File: config.mk
export PLATFORM = sky130hd
export DESIGN_NAME = led_matrix_scanner
export DESIGN_NICKNAME = d
export VERILOG_FILES = /design/src/rtl/led_matrix_scanner.sv
export SDC_FILE = /design/constraint.sdc
export NUM_CORES = 1
export LEC_CHECK = 0
export BUFFER_PORTS_ARGS = -buffer_cell sky130_fd_sc_hd__clkbuf_2
export CAP_MARGIN = 0
export CORE_MARGIN = 8
export CORE_UTILIZATION = 55
export CTS_BUF_LIST = sky130_fd_sc_hd__clkbuf_4
export CTS_CLUSTER_SIZE = 25
export DETAILED_ROUTE_END_ITERATION = 16
export PLACE_DENSITY = 0.8
export SETUP_SLACK_MARGIN = 0.3
export SYNTH_ARGS = -nofsm -noshare
export SYNTH_HDL_FRONTEND = slang
export SYNTH_SLANG_ARGS = --single-unit
File: constraint.sdc
create_clock -name clk -period 3.3 [get_ports clk]
set_input_delay 0.165 -clock clk [delete_from_list [all_inputs] [get_ports clk]]
set_output_delay 0.165 -clock clk [all_outputs]
set_load 0.03 [all_outputs]
File: src/rtl/led_matrix_scanner.sv
// led_matrix_scanner: self-timed column scan engine for a multiplexed LED
// matrix. A shadow copy of the cell bitmap is taken on IDLE exit and at every
// frame wrap. Each column is preceded by a blanking interval and then driven
// for a fixed dwell time.
// Optional feature macro: LED_SCAN_BRIGHTNESS_EN adds a brightness input that
// limits how many cycles of each column's dwell actually light the LEDs.
module led_matrix_scanner #(
  parameter int ROWS          = 5,
  parameter int COLS          = 5,
  parameter int TICKS_PER_COL = 1000,
  parameter int BLANK_TICKS   = 2
) (
  input  logic                             clk,
  input  logic                             rst_n,
  input  logic                             ena,
  input  logic [ROWS*COLS-1:0]             cells,
`ifdef LED_SCAN_BRIGHTNESS_EN
  input  logic [$clog2(TICKS_PER_COL+1)-1:0] brightness,
`endif
  output logic [ROWS-1:0]                  rows,
  output logic [COLS-1:0]                  cols,
  output logic [$clog2(COLS):0]            col_index,
  output logic                             frame_done
);

  localparam int TICK_MAX = (TICKS_PER_COL > BLANK_TICKS) ? TICKS_PER_COL : BLANK_TICKS;
  localparam int TICK_W   = $clog2(TICK_MAX + 1);
  localparam int COL_W    = $clog2(COLS) + 1;

  // Reject parameter values the scan timing cannot represent.
  if (ROWS < 1 || ROWS > 16) begin : g_bad_rows
    $error("led_matrix_scanner: ROWS must be 1..16");
  end
  if (COLS < 1 || COLS > 16) begin : g_bad_cols
    $error("led_matrix_scanner: COLS must be 1..16");
  end
  if (TICKS_PER_COL < 1) begin : g_bad_ticks
    $error("led_matrix_scanner: TICKS_PER_COL must be >= 1");
  end
  if (BLANK_TICKS < 1) begin : g_bad_blank
    $error("led_matrix_scanner: BLANK_TICKS must be >= 1");
  end

  typedef enum logic [1:0] {
    IDLE  = 2'd0,
    BLANK = 2'd1,
    DRIVE = 2'd2
  } state_e;

  state_e                 state_q, state_d;
  logic [TICK_W-1:0]      tick_q, tick_d;
  logic [COL_W-1:0]       col_q, col_d;
  logic [ROWS*COLS-1:0]   shadow_q, shadow_d;

  logic blank_last;
  logic drive_last;
  logic col_last;
  logic lit;

  assign blank_last = (tick_q == TICK_W'(BLANK_TICKS - 1));
  assign drive_last = (tick_q == TICK_W'(TICKS_PER_COL - 1));
  assign col_last   = (col_q == COL_W'(COLS - 1));

  // State register: FSM, tick counter, column counter and shadow frame.
  // NOTE: the shadow frame is reset too, so the matrix shows a defined (dark)
  // image; it is small enough that reset cost is irrelevant next to safety.
  always_ff @(posedge clk or negedge rst_n) begin
    if (!rst_n) begin
      state_q  <= IDLE;
      tick_q   <= '0;
      col_q    <= '0;
      shadow_q <= '0;
    end else begin
      // NOTE: non-blocking assignments so every register sees pre-edge values.
      state_q  <= state_d;
      tick_q   <= tick_d;
      col_q    <= col_d;
      shadow_q <= shadow_d;
    end
  end

  // Next-state logic: blank/drive sequencing, column advance, frame wrap.
  always_comb begin
    // NOTE: hold-by-default assignments first, so no path infers a latch.
    state_d  = state_q;
    tick_d   = tick_q;
    col_d    = col_q;
    shadow_d = shadow_q;

    if (!ena) begin
      // Disable wins over everything, including a coincident frame wrap.
      state_d = IDLE;
      tick_d  = '0;
      col_d   = '0;
    end else begin
      unique case (state_q)
        IDLE: begin
          shadow_d = cells;
          col_d    = '0;
          tick_d   = '0;
          state_d  = BLANK;
        end
        BLANK: begin
          if (blank_last) begin
            tick_d  = '0;
            state_d = DRIVE;
          end else begin
            tick_d = tick_q + TICK_W'(1);
          end
        end
        DRIVE: begin
          if (drive_last) begin
            tick_d  = '0;
            state_d = BLANK;
            if (col_last) begin
              col_d    = '0;
              shadow_d = cells;
            end else begin
              col_d = col_q + COL_W'(1);
            end
          end else begin
            tick_d = tick_q + TICK_W'(1);
          end
        end
        default: begin
          state_d = IDLE;
          tick_d  = '0;
          col_d   = '0;
        end
      endcase
    end
  end

  // Lit qualifier: only DRIVE lights LEDs, optionally gated by brightness.
  always_comb begin
`ifdef LED_SCAN_BRIGHTNESS_EN
    lit = (state_q == DRIVE) && (32'(tick_q) < 32'(brightness));
`else
    lit = (state_q == DRIVE);
`endif
  end

  // Output decode: one-hot column source and active-low row sinks.
  always_comb begin
    rows = '1;
    cols = '0;
    for (int c = 0; c < COLS; c++) begin
      if (lit && (col_q == COL_W'(c))) begin
        cols[c] = 1'b1;
        for (int r = 0; r < ROWS; r++) begin
          rows[r] = ~shadow_q[r*COLS + c];
        end
      end
    end
  end

  assign col_index  = col_q;
  // Decoded from the current DRIVE state, so it pulses even if ena falls now.
  assign frame_done = (state_q == DRIVE) && drive_last && col_last;

endmodule

* Yosys cells after proc, flatten, opt, wreduce, memory -nomap -nowiden
Cells that the tools add are included.
Operators by class: add/subtract/negate cells 2, equality and inequality tests 13, muxes and demuxes 25, bitwise logic cells 25, reduce and logical (&&, ||, !) cells 13
Operators by type and width (number):
- $mux 25 | 2
- $pmux 25 s2 | 1
- $mux 10 | 3
- $mux 5 | 5
- $not 1->1 | 25
- $pmux 10 s2 | 1
- $mux 4 | 3
- $add 10x1->10 const B | 1
- $eq 10x1->1 const B | 1
- $eq 10x10->1 const B | 1
- $eq 4x2->1 const B | 2
- $pmux 4 s2 | 1
- $logic_and 1x1->1 | 7
- $mux 2 | 3
- $ne 2x2->1 const B | 3
- $ne 3x3->1 const B | 2
- $pmux 2 s3 | 1
- $mux 1 | 5
- $add 4x1->4 const B | 1
- $eq 4x1->1 const B | 1
- $eq 4x3->1 const B | 1
- $logic_not 4->1 | 1
- $reduce_and 2->1 | 2
- $reduce_and 4->1 | 1
- other kinds (4) | 4
Word-level totals: flip-flop bits (word level) 41, bits of input ports 28, output and inout bits 15, word-level logic and storage cells 82

* Longest topological paths before layout
Gate-level depths: netlist of the first run.
depth in word-level cells 7, gate-level depth with buffers 7, depth with buffers taken out 6

* Least setup slack after synthesis of the first run
No wires, ideal clock.
kind register -> register, from register col_q[0] (netlist: col_index[0]), to register shadow_q[10], setup time 0.125 ns, arrival 2.302 ns, required time 3.175 ns, setup slack 0.873 ns, cell stages (with the launch flop) 8, buffers on the path 1, clock period less this slack 2.427 ns, cells stage by stage dfrtp_1 -> inv_1 -> ha_1 -> nand4b_1 -> nor4_4 -> o21ai_2 -> buf_6 -> mux2_2
On the way: longest elaborated chain between the ends 3
RTL lines:
- start, declared | RTL line 52 | logic [COL_W-1:0] col_q, col_d;
- start signal, assigned | RTL line 77 | col_q <= col_d;
- $eq 4x3->1 | RTL line 62 | assign col_last = (col_q == COL_W'(COLS - 1));
- $ne 2x2->1 (no line)
- $reduce_and 4->1 (no line)
- end signal, assigned | RTL line 78 | shadow_q <= shadow_d;
- end, declared | RTL line 53 | logic [ROWS*COLS-1:0] shadow_q, shadow_d;
No other way between the ends. A chain may end at the register's enable or synchronous reset.

* Final worst setup path of the first run
from register state_q[0], to output rows[4]
On the way: longest elaborated chain between the ends 7, elaborated cells between the ends (all ways) 11, classes of those cells eq/ne: 1; mux: 5; reduce/logical: 5
RTL lines:
- start, declared | RTL line 50 | state_e state_q, state_d;
- start signal, assigned | RTL line 75 | state_q <= state_d;
- $eq 2x2->1 (*) | RTL line 139 | lit = (state_q == DRIVE);
- $logic_and 1x1->1 | RTL line 148 | if (lit && (col_q == COL_W'(c))) begin
- $mux 5 (4 in series) | RTL line 148
- $mux 5 (*) | RTL line 148
- end, declared | RTL line 20 | output logic [ROWS-1:0] rows,
Mark *: on every way between the ends. The rest lies on a longest branch, timed or not.

==> results.md, run 1 <==
- Max Fclk: 383 MHz
- Setup TNS: 0 ns
- Initial antenna violation count: 0
- Hold Startpoint: cells[4]
- Sequential Area: 1030 um2
- Worst-path clk slew: 0.11 ns
- Synthesis-to-finish area growth: 13.7%
- Final Cycle Share: 79.1%
- Crit path required time: 3.13 ns
- Layout fillers: 304
- Critical path endpoint category: output pin
- Synth warnings: 0
- WHS: 0.0391 ns
- Dpl cells: 278
- EDFF count, synth: 0
- Commonest cells in the netlist: dfrtp_1 (41), mux2_2 (25), nor2_1 (14)
- Core Box Area: 3720 um2
- Register bit total from synthesis: 41
- Placement row count: 22
- Worst R2R Setup Slack: 0.99 ns
- Final min period: 2.61 ns
- Path type of the worst min-delay path: in -> reg
- GRT Total Usage: 16.0%
- P_leak: 1.09 nW
- WP data arrival: 2.45 ns
- Final HPWL DP: 3550 um
- Status: completed
- Distinct cells, synth: 38
- Worst rel slew slack: 32.8%
- DIE HEIGHT: 78.6 um
- Final Hold Vio Count: 0
- Pin count of the biggest net entering global routing: 42
- R2R cell count: 7
- Syn Nets: 232
- Startpoint types: register
- Setup-failing EPs final: 0
- Diodes inserted: 0
- Share of layout cells above drive strength 1: 32.8%
- Die area: 6180 um2
- Sink Count: 41
- Reg-to-Reg End: shadow_q[12]$_DFFE_PN0P_
- Kind of critical path: reg -> out
- DRT iter0 DRCs: 139
- Worst VDD drop: 0.392 mV
- Drt pass-1 iters: 4
- Vias per cell: 5.77
- Die X: 78.6 um
- Worst setup path endpoint: rows[4]
- Top FF cell, synth: dfrtp_1
- Clk_lat worst skew: 0.35 ns
- Wire per inst: 16.8 um
- Gpl congestion: 0.811
- Worst Skew: 0.0110 ns
- Register area share after synthesis: 47.6%
- Max Slew Vio Count: 0
- H-Tree Depth: 2
- TritonCTS Buffers: 5
- Overflow left after global routing: 0
- Unrepaired setup endpoints after global routing: false
- Layout Cells excl Fill: 286
- I/O pins: 43
- Post-CTS sizing: 0
- CTS tree: done
- Yosys top cell by area: dfrtp_1
- Vias in the first global route: 1615
- Worst setup path startpoint: state_q[0]$_DFFE_PN0P_
- Async set-reset flop share out of synthesis: 100%
- Area of the multi-input gates: 1060 um2
- Starting density of the core: 58.0%
- First-pass GRT wire length: 7820 um
- Pwr dens: 664 nW/um2
- # nets final: 276
- Clock tree buffer depth: 2
- Root buf cell: clkbuf_4
- Syn Std Cell Area: 2160 um2
- Final WL: 4800 um
- Top-area cell type share of the netlist area: 47.6%
- Power, Total: 1.63 mW
- Synth Instances: 194
- R2r startpoint: col_index[1]$_DFFE_PN0P_
- Least-Margin Pin Slew: 1.01 ns
- Drt drc: 0
- Port bufs: 42
- Post-Syn Area per Cell: 11.1 um2
- CP max FO: 11
- Max-Cap Viols: 0
- Via count: 1650
- Most frequent cell after synthesis: dfrtp_1
- Post-DRT Antenna Nets: 0
- Synth top area cells: dfrtp_1 (48%), mux2_2 (13%), ha_1 (5.8%)
[how the worst min path moves through the flow]
stage                                to  cells past startpoint
6_report        shadow_q[4]$_DFFE_PN0P_                      2
5_1_grt        shadow_q[17]$_DFFE_PN0P_                      2
4_1_cts         shadow_q[4]$_DFFE_PN0P_                      2
3_5_place_dp   col_index[2]$_DFFE_PN0P_                      1
3_3_place_gp     state_q[1]$_DFFE_PN0P_                      1
2_1_floorplan  col_index[0]$_DFFE_PN0P_                      0
[registers in the layout, indices dropped and copies added, names as in the netlist]
signal,count
col_index,4
shadow_q,25
state_q,2
tick_q,10
[kinds of logic after synthesis]
kind of cell / count (synthesis) / synth area share [%]
adders and majority gates: 10 / 5.80
AOI/OAI and AO/OA: 30 / 9.57
muxes: 26 / 13.5
xor gates and xnor gates: 8 / 3.25
and+or+nand+nor: 64 / 16.9
DFF: 41 / 47.6
buffers and inverters: 15 / 3.42
[worst max-delay path, cell delays in order (launching register included)]
cell	delay (ns)
dfrtp_1	0.42
inv_1	0.10
ha_1	0.38
nor3b_1	0.23
buf_4	0.21
nor2b_1	0.39
a21oi_1	0.16
clkbuf_2	0.21
[cells in the final DEF, fill, tap and decap left out, types with 7 or more instances in the layout]
| cell | Yosys | final |
|---|---|---|
| ha_1 | 10 | 10 |
| nor2_1 | 14 | 14 |
| clkbuf_2 | 1 | 42 |
| nand2_1 | 13 | 13 |
| a21oi_1 | 10 | 10 |
| mux2_2 | 25 | 25 |
| nand3_1 | 10 | 10 |
| dfrtp_1 | 41 | 41 |
| inv_1 | 7 | 7 |
[where the power goes]
part | leakage (nW) | switching [mW] | internal (mW)
Combinational | 0.551 | 0.308 | 0.312
Sequential | 0.514 | 0.0985 | 0.675
Clock | 0.0292 | 0.151 | 0.0857
[through the flow]
step,worst slack (ns),instance area [um2],utilization (%)
after global placement,1.14,2390,64.4
after floorplan,0.873,2160,-
after detailed placement,1.01,2390,64.4
after CTS,0.710,2450,66.0
after global routing,0.524,2450,66.0
final,0.690,2450,66.0
[cell type report]
cell class / instances / area share (%)
clock buffers: 6 / 1.84
clock inverters: 1 / 0.153
inverters: 7 / 1.07
multi-input cells: 138 / 43.1
flip-flops and latches: 41 / 41.8
well taps: 48 / 2.45
repair buffers: 45 / 9.59
[layer usage]
| metal | track usage, % | vias up | share of wire [%] |
|---|---|---|---|
| met5 | 0 | - | 0 |
| met4 | 5.56 | 0 | 1.6 |
| met3 | 5.69 | 10 | 7.1 |
| met2 | 24.6 | 54 | 46 |
| met1 | 20.3 | 806 | 45 |
| li1 | - | 780 | - |
[timing repair]
| item | in CTS | in global routing |
|---|---|---|
| hold buffers | 1 | 0 |
| hold endpoints to repair | 20 | 0 |
| buffers inserted | 0 | 0 |
Note: power is estimated with default switching activity, not from simulation.
==> inputs of run 2 (changes only) <==
==> constraint.sdc (replaced) <==
create_clock -name clk -period 2.6 [get_ports clk]
set_input_delay 0.13 -clock clk [delete_from_list [all_inputs] [get_ports clk]]
set_output_delay 0.13 -clock clk [all_outputs]
set_load 0.03 [all_outputs]
==> results.md, run 2 (same netlist as run 1, synthesis figures left out) <==
- Status: completed (unchanged)
- Finished Cell Area: 2700 um2 (was 2450 um2)
- Most frequent cells in the layout: dfrtp_1 (39), clkbuf_2 (36), mux2_2 (25) (was clkbuf_2 (42), dfrtp_1 (41), mux2_2 (25))
- Layout fillers: 255 (was 304)
- Register with the most flip-flops: shadow_q (unchanged)
- P_leak: 1.18 nW (was 1.09 nW)
- Worst-path clk slew: 0.12 ns (was 0.11 ns)
- Max Slew Vio Count: 0 (unchanged)
- Share of layout cells above drive strength 1: 34.5% (was 32.8%)
- Port bufs: 42 (unchanged)
- Setup TNS: 0 ns (unchanged)
- Path type of the worst min-delay path: in -> reg (unchanged)
- Via count: 1700 (was 1650)
- Power, Total: 2.14 mW (was 1.63 mW)
- Dpl cells: 280 (was 278)
- Wire per inst: 16.1 um (was 16.8 um)
- Max FFs per register: 25 (unchanged)
- Drt drc: 0 (unchanged)
- TritonCTS Buffers: 5 (unchanged)
- Clock tree buffer depth: 2 (unchanged)
- Critical Path Slowest Stage Cell: dfrtp_1 (unchanged)
- Diodes inserted: 0 (unchanged)
- DIE HEIGHT: 78.6 um (unchanged)
- Pin count of the biggest net entering global routing: 30 (was 42)
- Final HPWL DP: 3360 um (was 3550 um)
- Unrepaired setup endpoints after global routing: false (unchanged)
- CP max FO: 9 (was 11)
- H-Tree Depth: 2 (unchanged)
- Vias per cell: 5.56 (was 5.77)
- CP peak stage delay: 0.40 ns (was 0.42 ns)
- Final Cycle Share: 85.6%
- Post-DRT Antenna Nets: 0 (unchanged)
- CTS tree: done (unchanged)
- Drt pass-1 iters: 4 (unchanged)
- First-pass GRT wire length: 7700 um (was 7820 um)
- GRT Total Usage: 15.4% (was 16.0%)
- Final WL: 4940 um (was 4800 um)
- Least-Margin Pin Slew: 0.776 ns (was 1.01 ns)
- DRT iter0 DRCs: 111 (was 139)
- Overflow left after global routing: 0 (unchanged)
- Kind of critical path: reg -> out (unchanged)
- Gpl congestion: 0.786 (was 0.811)
- Setup-failing EPs final: 0 (unchanged)
- Die area: 6180 um2 (unchanged)
- Worst VDD drop: 0.411 mV (was 0.392 mV)
- Critical Path Most Common Cell: buf_4
- Core Box Area: 3720 um2 (unchanged)
- Worst Skew: 0.00884 ns (was 0.0110 ns)
- Top Family by Delay on Critical Path: buffers and inverters (was simple AND/OR/NAND/NOR gates)
- Placement row count: 22 (unchanged)
- Commonest non-fill, non-tap cell in the layout: dfrtp_1 (was clkbuf_2)
- Max-Cap Viols: 0 (unchanged)
- Synthesis-to-finish area growth: 24.9% (was 13.7%)
- CP Cell Sequence: inv_2 -> ha_4 -> buf_4 -> nor3b_2 -> buf_4 -> a32o_1 -> a21oi_1 -> buf_4 (was inv_1 -> ha_1 -> nor3b_1 -> buf_4 -> nor2b_1 -> a21oi_1 -> clkbuf_2)
- Crit path required time: 2.47 ns (was 3.13 ns)
- Worst Path Buf+Inv: 4 (was 3)
- Vias in the first global route: 1665 (was 1615)
- Die X: 78.6 um (unchanged)
- Pwr dens: 793 nW/um2 (was 664 nW/um2)
- I/O pins: 43 (unchanged)
- Dpl ws: 0.411 ns (was 1.01 ns)
- Final Hold Vio Count: 0 (unchanged)
- Final min period: 2.23 ns
- # nets final: 296 (was 276)
- Max Fclk: 449 MHz
- Root buf cell: clkbuf_4 (unchanged)
- WP data arrival: 2.10 ns (was 2.45 ns)
- Layout Cells excl Fill: 306 (was 286)
- Initial antenna violation count: 0 (unchanged)
- Sink Count: 41 (unchanged)
- Critical path endpoint category: output pin (unchanged)
- Final setup margin: 0.374 ns (was 0.690 ns)
- Clk_lat worst skew: 0.34 ns (was 0.35 ns)
- Post-Place Cell Area: 2420 um2 (was 2390 um2)
- Startpoint types: register (unchanged)
- Worst rel slew slack: 48.1% (was 32.8%)
- Starting density of the core: 58.0% (unchanged)
==> run 2: cell count changes in the layout (fill, tap and decap cells not counted), sizes merged <==
cell         before  now
buf               2   11
dlygate4sd3       1   18
clkinvlp          0    1
clkbuf           48   41
==> run 2: per-stage QoR <==
stage | utilization [%] | hold slack (ns)
after CTS | 67.2 | 0.00117
after detailed placement | 65.1 | 0.218
final | 72.5 | 0.0181
after global routing | 72.5 | 0.00633
after global placement | 65.1 | 0.221
after floorplan | - | -0.166
==> run 2: layout make-up <==
cell class	count	area [um2]	area share, %
inverters	7	26.3	0.975
multi-input cells	138	1090	40.5
flip-flops and latches	41	1030	38.2
clock buffers	5	37.5	1.39
repair buffers	65	440	16.3
well taps	48	60.1	2.23
clock inverters	2	11.3	0.418
==> run 2: worst paths after layout <==
check | from | endpoint | slack (ns) | cells after the start
setup / recovery | state_q[0]$_DFFE_PN0P_ | rows[1] | 0.37 | 8
hold / removal | cells[18] | shadow_q[18]$_DFFE_PN0P_ | 0.02 | 2
setup reg to reg | tick_q[0]$_DFF_PN0_ | shadow_q[13]$_DFFE_PN0P_ | 0.43 | 5
hold reg to reg | shadow_q[1]$_DFFE_PN0P_ | shadow_q[1]$_DFFE_PN0P_ | 0.52 | 1
max in group asynchronous | rst_n | tick_q[9]$_DFF_PN0_ | 1.56 | 3
min in group asynchronous | rst_n | shadow_q[22]$_DFFE_PN0P_ | 0.38 | 2
==> run 2: where the power goes <==
part | leakage, nW | internal, mW | switching [mW]
logic | 0.644 | 0.446 | 0.412
clock network | 0.0247 | 0.0974 | 0.203
registers | 0.510 | 0.856 | 0.123
total | 1.18 | 1.40 | 0.738
==> run 2: timing repair <==
action / in CTS / in global routing
gates resized for setup: 3 / 19
hold endpoints to repair: 29 / 16
hold buffers: 2 / 16
buffers inserted: 0 / 1
endpoints found under the setup margin: 5 / 10
==> run 2: worst register-to-register path, stage by stage, from the launching register on <==
cell,delay (ns)
dfrtp_1,0.43
ha_1,0.24
or3b_4,0.43
nor4_4,0.35
o21ai_4,0.26
mux2_2,0.36
==> run 2: per-layer routing <==
| metal | routed length [um] | vias up | track usage [%] | share of wire (%) |
|---|---|---|---|---|
| met5 | 0 | - | 0 | 0 |
| met4 | 59 | 0 | 3.52 | 1.2 |
| met3 | 369 | 9 | 6.15 | 7.5 |
| met2 | 2420 | 50 | 25.2 | 49 |
| met1 | 2090 | 820 | 18.5 | 42 |
| li1 | - | 821 | - | - |
